[config.mk]
export PLATFORM = sky130hd
export DESIGN_NAME = lif_core_scheduler
export DESIGN_NICKNAME = d
export VERILOG_FILES = /design/src/rtl/lif_core_scheduler.sv
export SDC_FILE = /design/constraint.sdc
export NUM_CORES = 1
export LEC_CHECK = 0
export CAP_MARGIN = 40
export CORE_MARGIN = 5
export CORE_UTILIZATION = 33
export CTS_CLUSTER_DIAMETER = 50
export CTS_CLUSTER_SIZE = 12
export DETAILED_ROUTE_END_ITERATION = 8
export GPL_TIMING_DRIVEN = 1
export PLACE_DENSITY = 0.57
export SYNTH_ARGS = -nofsm -noshare
export SYNTH_HDL_FRONTEND = slang
export SYNTH_SLANG_ARGS = --single-unit
[constraint.sdc]
create_clock -name clk -period 9.25 [get_ports clk]
set_input_delay 1.85 -clock clk [delete_from_list [all_inputs] [get_ports clk]]
set_output_delay 1.85 -clock clk [all_outputs]
set_load 0.02 [all_outputs]
[src/rtl/lif_core_scheduler.sv]
`default_nettype none
// ============================================================================
//  Module      : lif_core_scheduler
//  Description : Time-multiplexed leaky-integrate-and-fire controller. One
//                update datapath is shared by N_NEURONS virtual neurons; a
//                timestep walks every neuron once, one per cycle, and hands
//                spikes to the downstream router over a valid/ready stream.
//  Revision    : 1.0 - initial release
// ============================================================================
module lif_core_scheduler #(
    parameter int N_NEURONS = 8,
    parameter int PW        = 4,
    parameter int THRESHOLD = 8,
    parameter int LEAK      = 1,
    localparam int IDW      = $clog2(N_NEURONS)
) (
    input  logic           clk,
    input  logic           rst,
    input  logic           in_we,
    input  logic [IDW-1:0] in_addr,
    input  logic [PW-1:0]  in_data,
    input  logic           step_start,
    output logic           step_busy,
    output logic           step_done,
    output logic           spike_valid,
    input  logic           spike_ready,
    output logic [IDW-1:0] spike_id,
    input  logic [IDW-1:0] rd_addr,
    output logic [PW-1:0]  rd_data
);

    // Sum and threshold share a PW+1 bit space so pot+cur never wraps.
    localparam logic [PW:0]    c_THRESH = (PW+1)'(THRESHOLD);
    localparam logic [PW:0]    c_LEAK   = (PW+1)'(LEAK);
    localparam logic [IDW-1:0] c_LAST   = IDW'(N_NEURONS - 1);

    localparam logic [1:0] S_IDLE   = 2'd0;
    localparam logic [1:0] S_UPDATE = 2'd1;
    localparam logic [1:0] S_EMIT   = 2'd2;
    localparam logic [1:0] S_DONE   = 2'd3;

    logic [1:0]     r_state;
    logic [IDW-1:0] r_idx;
    logic [PW-1:0]  r_pot [N_NEURONS];
    logic [PW-1:0]  r_cur [N_NEURONS];
    logic           r_step_busy;
    logic           r_step_done;
    logic           r_spike_valid;
    logic [IDW-1:0] r_spike_id;
    logic [PW-1:0]  r_rd_data;

    logic [PW:0]    w_sum;
    logic           w_fire;
    logic [PW-1:0]  w_leaked;

    // Leak/integrate/fire arithmetic for the neuron currently selected by r_idx.
    always_comb begin
        w_sum    = {1'b0, r_pot[r_idx]} + {1'b0, r_cur[r_idx]};
        w_fire   = (w_sum >= c_THRESH);
        w_leaked = '0;
        if (w_sum > c_LEAK) begin
            // Non-firing sums are below THRESHOLD, so they fit in PW bits.
            w_leaked = PW'(w_sum - c_LEAK);
        end
    end

    // Timestep sequencer: owns neuron state, the spike stream and status flags.
    always_ff @(posedge clk) begin
        if (rst) begin
            r_state       <= S_IDLE;
            r_idx         <= '0;
            r_step_busy   <= 1'b0;
            r_step_done   <= 1'b0;
            r_spike_valid <= 1'b0;
            r_spike_id    <= '0;
            for (int i = 0; i < N_NEURONS; i++) begin
                r_pot[i] <= '0;
                r_cur[i] <= '0;
            end
        end else begin
            case (r_state)
                S_IDLE: begin
                    // Writes are only accepted here; a same-cycle start sees the new value.
                    if (in_we) begin
                        r_cur[in_addr] <= in_data;
                    end
                    if (step_start) begin
                        r_idx       <= '0;
                        r_step_busy <= 1'b1;
                        r_state     <= S_UPDATE;
                    end
                end
                S_UPDATE: begin
                    r_cur[r_idx] <= '0;
                    if (w_fire) begin
                        r_pot[r_idx]  <= '0;
                        r_spike_valid <= 1'b1;
                        r_spike_id    <= r_idx;
                        r_state       <= S_EMIT;
                    end else begin
                        r_pot[r_idx] <= w_leaked;
                        if (r_idx == c_LAST) begin
                            r_step_done <= 1'b1;
                            r_state     <= S_DONE;
                        end else begin
                            r_idx <= r_idx + IDW'(1);
                        end
                    end
                end
                S_EMIT: begin
                    // Hold the event until the router takes it; the walk pauses meanwhile.
                    if (r_spike_valid && spike_ready) begin
                        r_spike_valid <= 1'b0;
                        if (r_idx == c_LAST) begin
                            r_step_done <= 1'b1;
                            r_state     <= S_DONE;
                        end else begin
                            r_idx   <= r_idx + IDW'(1);
                            r_state <= S_UPDATE;
                        end
                    end
                end
                default: begin
                    r_step_done <= 1'b0;
                    r_step_busy <= 1'b0;
                    r_idx       <= '0;
                    r_state     <= S_IDLE;
                end
            endcase
        end
    end

    // Registered potential readback, one cycle behind rd_addr.
    always_ff @(posedge clk) begin
        if (rst) begin
            r_rd_data <= '0;
        end else begin
            r_rd_data <= r_pot[rd_addr];
        end
    end

    assign step_busy   = r_step_busy;
    assign step_done   = r_step_done;
    assign spike_valid = r_spike_valid;
    assign spike_id    = r_spike_id;
    assign rd_data     = r_rd_data;

endmodule
`default_nettype wire

==> impl_metrics.yaml, run 1 <==
synthesis:
  synth_seq_cells: 82
  synthTopCellsByArea: "edfxtp_1, mux4_2, dfxtp_1, nor2_1, ha_1"
  synthCells: 352
  synth_edf_count: 64
  ys_types: 53
  synthFlopType: "edfxtp_1"
  yosys.area.top_type: "edfxtp_1"
  yosysTopAreaCellShare_pct: 45.27
  yosys-top-cells-count: "nor2_1, edfxtp_1, nand2_1, mux4_2, dfxtp_1"
  syn_area_mm2: 0.004245
  syn_area_per_cell_um2: 12.06
  ys_async_sr_fraction_pct: 0
  yosysSeqAreaShare_pct: 53.76
  yosysWarnings: 0
  synthMostInstantiatedCell: "nor2_1"
worst_setup_path:
  cp-start-kind: "flop"
  worstSetupPathType: "reg -> reg"
  crit_required_ns: 9.42
  rr_endpoint: "r_pot[0][0]$_SDFFCE_PN0P_"
  path_common_cell: "ha_1"
  crit_path_end_kind: "flop"
  crit_chain: "mux4_2, mux2_2, ha_1, fa_1, inv_1, ha_1, o21bai_1, a21oi_1, nand4_1, nor2_1"
  crit_arrival_ns: 4.02
  cpPeakStageDelay_ns: 0.87
  r2r_slack_ns: 5.40
  ff2ff_path_depth: 10
  crit_path_max_fanout: 16
  slowest_stage: "dfxtp_1"
place:
  place_hpwl_mm: 7.258
  dpl-instance-area_mm2: 0.004658
  port-buffer-count: 24
  dp_slack_ns: 5.349
  gp_congestion: 0.8209
  post-place-cells: 538
timing:
  relSlewSlack_pct: 43.00
  finalSetupViolCount: 0
  whs_ns: 0.4725
  slew_viol_final: 0
  finClkSkew_ns: 0.007432
  hold_violations: 0
  fmax_ghz: 0.2598
  fin_crit_ns: 3.850
  finalCritPeriodShare_pct: 41.62
  final.setup.worst_slack_ns: 5.400
  tightest_slew_ns: 0.8539
  rsz0062_at_grt: "false"
  fin_tns_setup_ns: 0
flow_run:
  maxCapViolations: 0
finish:
  n_antenna_cell: 0
  seq_area_mm2: 0.002282
  drive_gt1_share_pct: 14.40
  final_cells: 554
  areaGrowthSynthToFinish_pct: 17.04
  multi_input_area_mm2: 0.001864
  fillCellCount: 1259
  final_area_mm2: 0.004969
  fin_util_pct: 39.37
  nNetsFinal: 405
clocking:
  clock_path_buffers: 2
  cts_buffers: 9
  postCtsSetupBuffers: 0
  clk_latency_ns: 0.34
  cts_resized: 0
  htree_levels: 3
  root_buffer: "clkbuf_16"
  clock_sinks: 82
  cts_tree: "done"
  hold_buffers: 0
  clkTransAtPathRegs_ns: 0.06
route:
  drt_iter0_drc: 184
  wl_met2_mm: 5.105
  avgViaCountPerCell: 5.072
  drt-pass1-iter-count: 4
  wl_mm: 9.749
  via_count: 2810
  ant_nets: 0
  wl_met1_mm: 4.112
  wl_met3_um: 432
  wire_per_inst_um: 17.60
  top_layer: "met4"
  drc: 0
floorplan:
  fp.dieArea_mm2: 0.01523
  fp.dieH_um: 123.4
  coreArea_mm2: 0.01262
  ios: 25
  rows: 41
  initial_core_util_pct: 33.64
  die_w_um: 123.4
global_routing:
  grt_pass1_vias: 2844
  gr-usage-all-layers_pct: 13.73
  grt_pass1_wl_mm: 15.30
  grt_max_degree: 27
  overflow: 0
  antenna_found_initial: 0
power:
  leakagePower_nw: 1.758
  ir_worst_vdd_uv: 131.9
  powerDensity_mw_per_mm2: 244.8
  power_mw: 1.217
hold_path:
  holdPathStages: 2
  hold_class: "reg -> reg"
  holdCritStartpoint: "step_done$_SDFFE_PP0P_"
  min_to: "step_done$_SDFFE_PP0P_"
outcome:
  status: "completed"
## cells by family after synthesis
| kind of cell | Yosys count | synth area share (%) |
|---|---|---|
| simple gates | 140 | 14.74 |
| flops | 82 | 53.76 |
| compound gates | 48 | 8.253 |
| mux | 36 | 15.80 |
| buf+inv | 30 | 2.947 |
| fa+ha+maj | 13 | 4.008 |
| xor+xnor | 2 | 0.4127 |
| other cells | 1 | 0.08833 |
## critical path, delay by kind of cell (launching register included)
family,cells,cell delay (ns)
AND/OR/NAND/NOR,2,0.64
buffers and inverters,1,0.09
AO/OA/AOI/OAI,2,0.38
flip-flops,1,0.87
adder cells (fa/ha/maj),3,0.98
multiplexers,2,0.72
## registers in the layout (all words and copies together) (netlist names), named ones only
| register | flops |
|---|---|
| r_state | 2 |
| rd_data | 4 |
| step_done | 1 |
| spike_valid | 1 |
| spike_id | 3 |
| r_pot | 32 |
| r_cur | 32 |
| r_idx | 3 |
| step_busy | 1 |
## cell usage in the layout, fill, tap and decap left out, drive strengths merged, types with 4 or more instances in the layout
cell / count
clkbuf: 10
clkdlybuf4s50: 24
nand3: 9
edfxtp: 64
o31ai: 4
a21oi: 14
mux2i: 4
nor2: 66
inv: 11
ha: 12
o21ai: 5
dfxtp: 18
mux2: 8
mux4: 24
conb: 8
nand2: 40
## worst max path at each step
stage	from	end	slack (ns)	cells past startpoint
CTS	flop	r_pot[4][0]$_SDFFCE_PN0P_	5.38	10
finish	flop	r_pot[0][0]$_SDFFCE_PN0P_	5.40	10
floorplan	flop	r_pot[0][1]$_SDFFCE_PN0P_	5.82	12
global route	flop	r_pot[0][0]$_SDFFCE_PN0P_	5.12	10
detailed placement	rst	r_cur[7][2]$_SDFFCE_PN0P_	5.35	6
global placement	rst	r_cur[6][0]$_SDFFCE_PN0P_	5.37	6
## report_power, final
part	total, mW	internal, mW	leakage (nW)	switching [mW]
Clock	0.372	0.234	0.150	0.138
Sequential	0.459	0.433	0.805	0.0262
Combinational	0.385	0.166	0.803	0.219
## cell type report
| class | count | share of cell area (%) |
|---|---|---|
| timing repair buffer | 26 | 5.137 |
| tap | 172 | 4.331 |
| clock buffer | 10 | 4.608 |
| inverter | 11 | 0.8310 |
| clock inverter | 6 | 1.637 |
| sequential | 82 | 45.93 |
| multi-input combinational | 247 | 37.52 |
## routing by layer
| metal | vias to the layer above | global-route usage (%) |
|---|---|---|
| met5 | - | 0 |
| met4 | 0 | 3.529 |
| met3 | 7 | 4.666 |
| met2 | 50 | 24.06 |
| met1 | 1397 | 16.13 |
| li1 | 1356 | - |
Power figures use the tool's default switching activity.
==> run 2, diff against run 1 <==
- PLACE_DENSITY: 0.57 -> 0.59
- clock period: 9.25 -> 3.2 ns (I/O delays scaled with it)
==> run 2 against run 1 <==
Via count up 5.1%. Highest routed layer unchanged. Maximum frequency up 24%. Final cell count up 3.8%. Critical path type unchanged. Power rose to 3.1 times the previous value.
==> impl_metrics.yaml, run 2 (synthesized netlist as in run 1, its figures left out) <==
outcome:
  status: "completed"
worst_setup_path:
  slowest_stage: "fa_1"
  crit_chain: "buf_6, mux4_2, mux2_4, ha_4, fa_1, inv_2, ha_1, o21bai_4, a21oi_2, nand4_1, buf_6, nor2_1"
  cp-start-kind: "flop"
  crit_arrival_ns: 3.29
  worstSetupPathType: "reg -> reg"
  crit_buf_inv: 3
  crit_required_ns: 3.39
  crit_path_max_fanout: 8
  crit_path_end_kind: "flop"
  critPathTopFamily: "adder cells"
  path_common_cell: "buf_6"
  cpPeakStageDelay_ns: 0.53
power:
  powerDensity_mw_per_mm2: 715.7
  switching_share_pct: 32.49
  pwr-share-clk_pct: 28.6
  p_int_mw: 2.520
  switchingPower_mw: 1.213
  ir_worst_vdd_uv: 256.6
  p_seq_share_pct: 35.5
  leakagePower_nw: 1.882
  p_comb_share_pct: 35.9
timing:
  tightest_slew_ns: 0.7093
  rsz0062_at_grt: "true"
  hold_violations: 0
  finalCritPeriodShare_pct: 97.14
  whs_ns: 0.4781
  fin_crit_ns: 3.108
  final.setup.worst_slack_ns: 0.09153
  slew_viol_final: 0
  fmax_ghz: 0.3217
  finalSetupViolCount: 0
  relSlewSlack_pct: 52.66
  fin_tns_setup_ns: 0
  finClkSkew_ns: 0.009028
floorplan:
  initial_core_util_pct: 33.64
  coreArea_mm2: 0.01262
  ios: 25
  fp.dieArea_mm2: 0.01523
  rows: 41
  die_w_um: 123.4
  fp.dieH_um: 123.4
route:
  drc: 0
  avgViaCountPerCell: 5.134
  drt-pass1-iter-count: 4
  wl_mm: 9.825
  via_count: 2952
  drt_iter0_drc: 237
  ant_nets: 0
  wire_per_inst_um: 17.09
global_routing:
  grt_pass1_vias: 2974
  gr-usage-all-layers_pct: 13.55
  grt_pass1_wl_mm: 15.68
  overflow: 0
  grt_max_degree: 22
  antenna_found_initial: 0
place:
  dp_slack_ns: -0.01111
  gp_congestion: 0.8213
  place_hpwl_mm: 7.387
  port-buffer-count: 24
clocking:
  cts_tree: "done"
  hold_buffers: 0
  clkTransAtPathRegs_ns: 0.06
  clock_sinks: 82
  cts_buffers: 9
  htree_levels: 3
  clk_latency_ns: 0.34
  root_buffer: "clkbuf_16"
  clock_path_buffers: 2
finish:
  fin_util_pct: 41.33
  nNetsFinal: 426
  final_common_cell: "edfxtp_1"
  n_antenna_cell: 0
  fillCellCount: 1239
  drive_gt1_share_pct: 22.58
  areaGrowthSynthToFinish_pct: 22.87
  final_cell_mix: "edfxtp_1, nor2_1, nand2_1, mux4_2, clkdlybuf4s50_1"
flow_run:
  maxCapViolations: 0
hold_path:
  hold_class: "reg -> reg"
==> run 2: timing repair <==
action | 4_1_cts | 5_1_grt
pin swaps | 0 | 4
buffers inserted | 0 | 7
endpoints found under the setup margin | 16 | 26
gates resized for setup | 4 | 20
endpoints found under the hold margin | 0 | 0
==> run 2: metal layers <==
metal | part of all wire, % | GRT usage [%]
met2 | 51 | 22.97
met1 | 44 | 17.65
met4 | 1.4 | 3.599
met5 | 0 | 0
met3 | 4.6 | 2.836
==> run 2: final timing paths <==
check / startpoint / endpoint / slack (ns) / cells past startpoint
setup reg to reg: flop / r_pot[5][2]$_SDFFCE_PN0P_ / 0.09 / 12
hold / removal: step_done$_SDFFE_PP0P_ / step_done$_SDFFE_PP0P_ / 0.48 / 2
setup / recovery: flop / r_pot[5][2]$_SDFFCE_PN0P_ / 0.09 / 12
hold reg to reg: step_done$_SDFFE_PP0P_ / step_done$_SDFFE_PP0P_ / 0.48 / 2
==> run 2: layout make-up <==
type	instances	area, um^2	share of cell area, %
Sequential cell	82	2283	43.78
Multi-Input combinational cell	247	1923	36.87
Timing Repair Buffer	47	444.2	8.515
Clock buffer	9	225.2	4.318
Tap cell	172	215.2	4.126
Clock inverter	7	83.83	1.607
Inverter	11	41.29	0.7916
==> run 2: metrics by stage <==
stage | cells | instance area [um^2] | total power [mW]
after floorplan | 359 | 4285 | 2.196
after global placement | 552 | 4776 | 2.493
after detailed placement | 552 | 4776 | 2.523
after CTS | 568 | 5097 | 3.615
after global routing | 575 | 5216 | 3.931
final | 575 | 5216 | 3.733
==> run 2: power by group through the flow <==
stage / sequential (mW) / clock, mW / combinational (mW)
2_1_floorplan: 1.32 / 0 / 0.875
3_3_place_gp: 1.34 / 0 / 1.16
3_5_place_dp: 1.34 / 0 / 1.18
4_1_cts: 1.32 / 1.09 / 1.20
5_1_grt: 1.34 / 1.14 / 1.46
6_report: 1.32 / 1.07 / 1.34
==> run 2: tightest hold or removal path: cells and delay by family (launching register included) <==
family / cells / cell delay, ns
flops: 1 / 0.31
buf+inv: 1 / 0.05
compound gates: 1 / 0.06
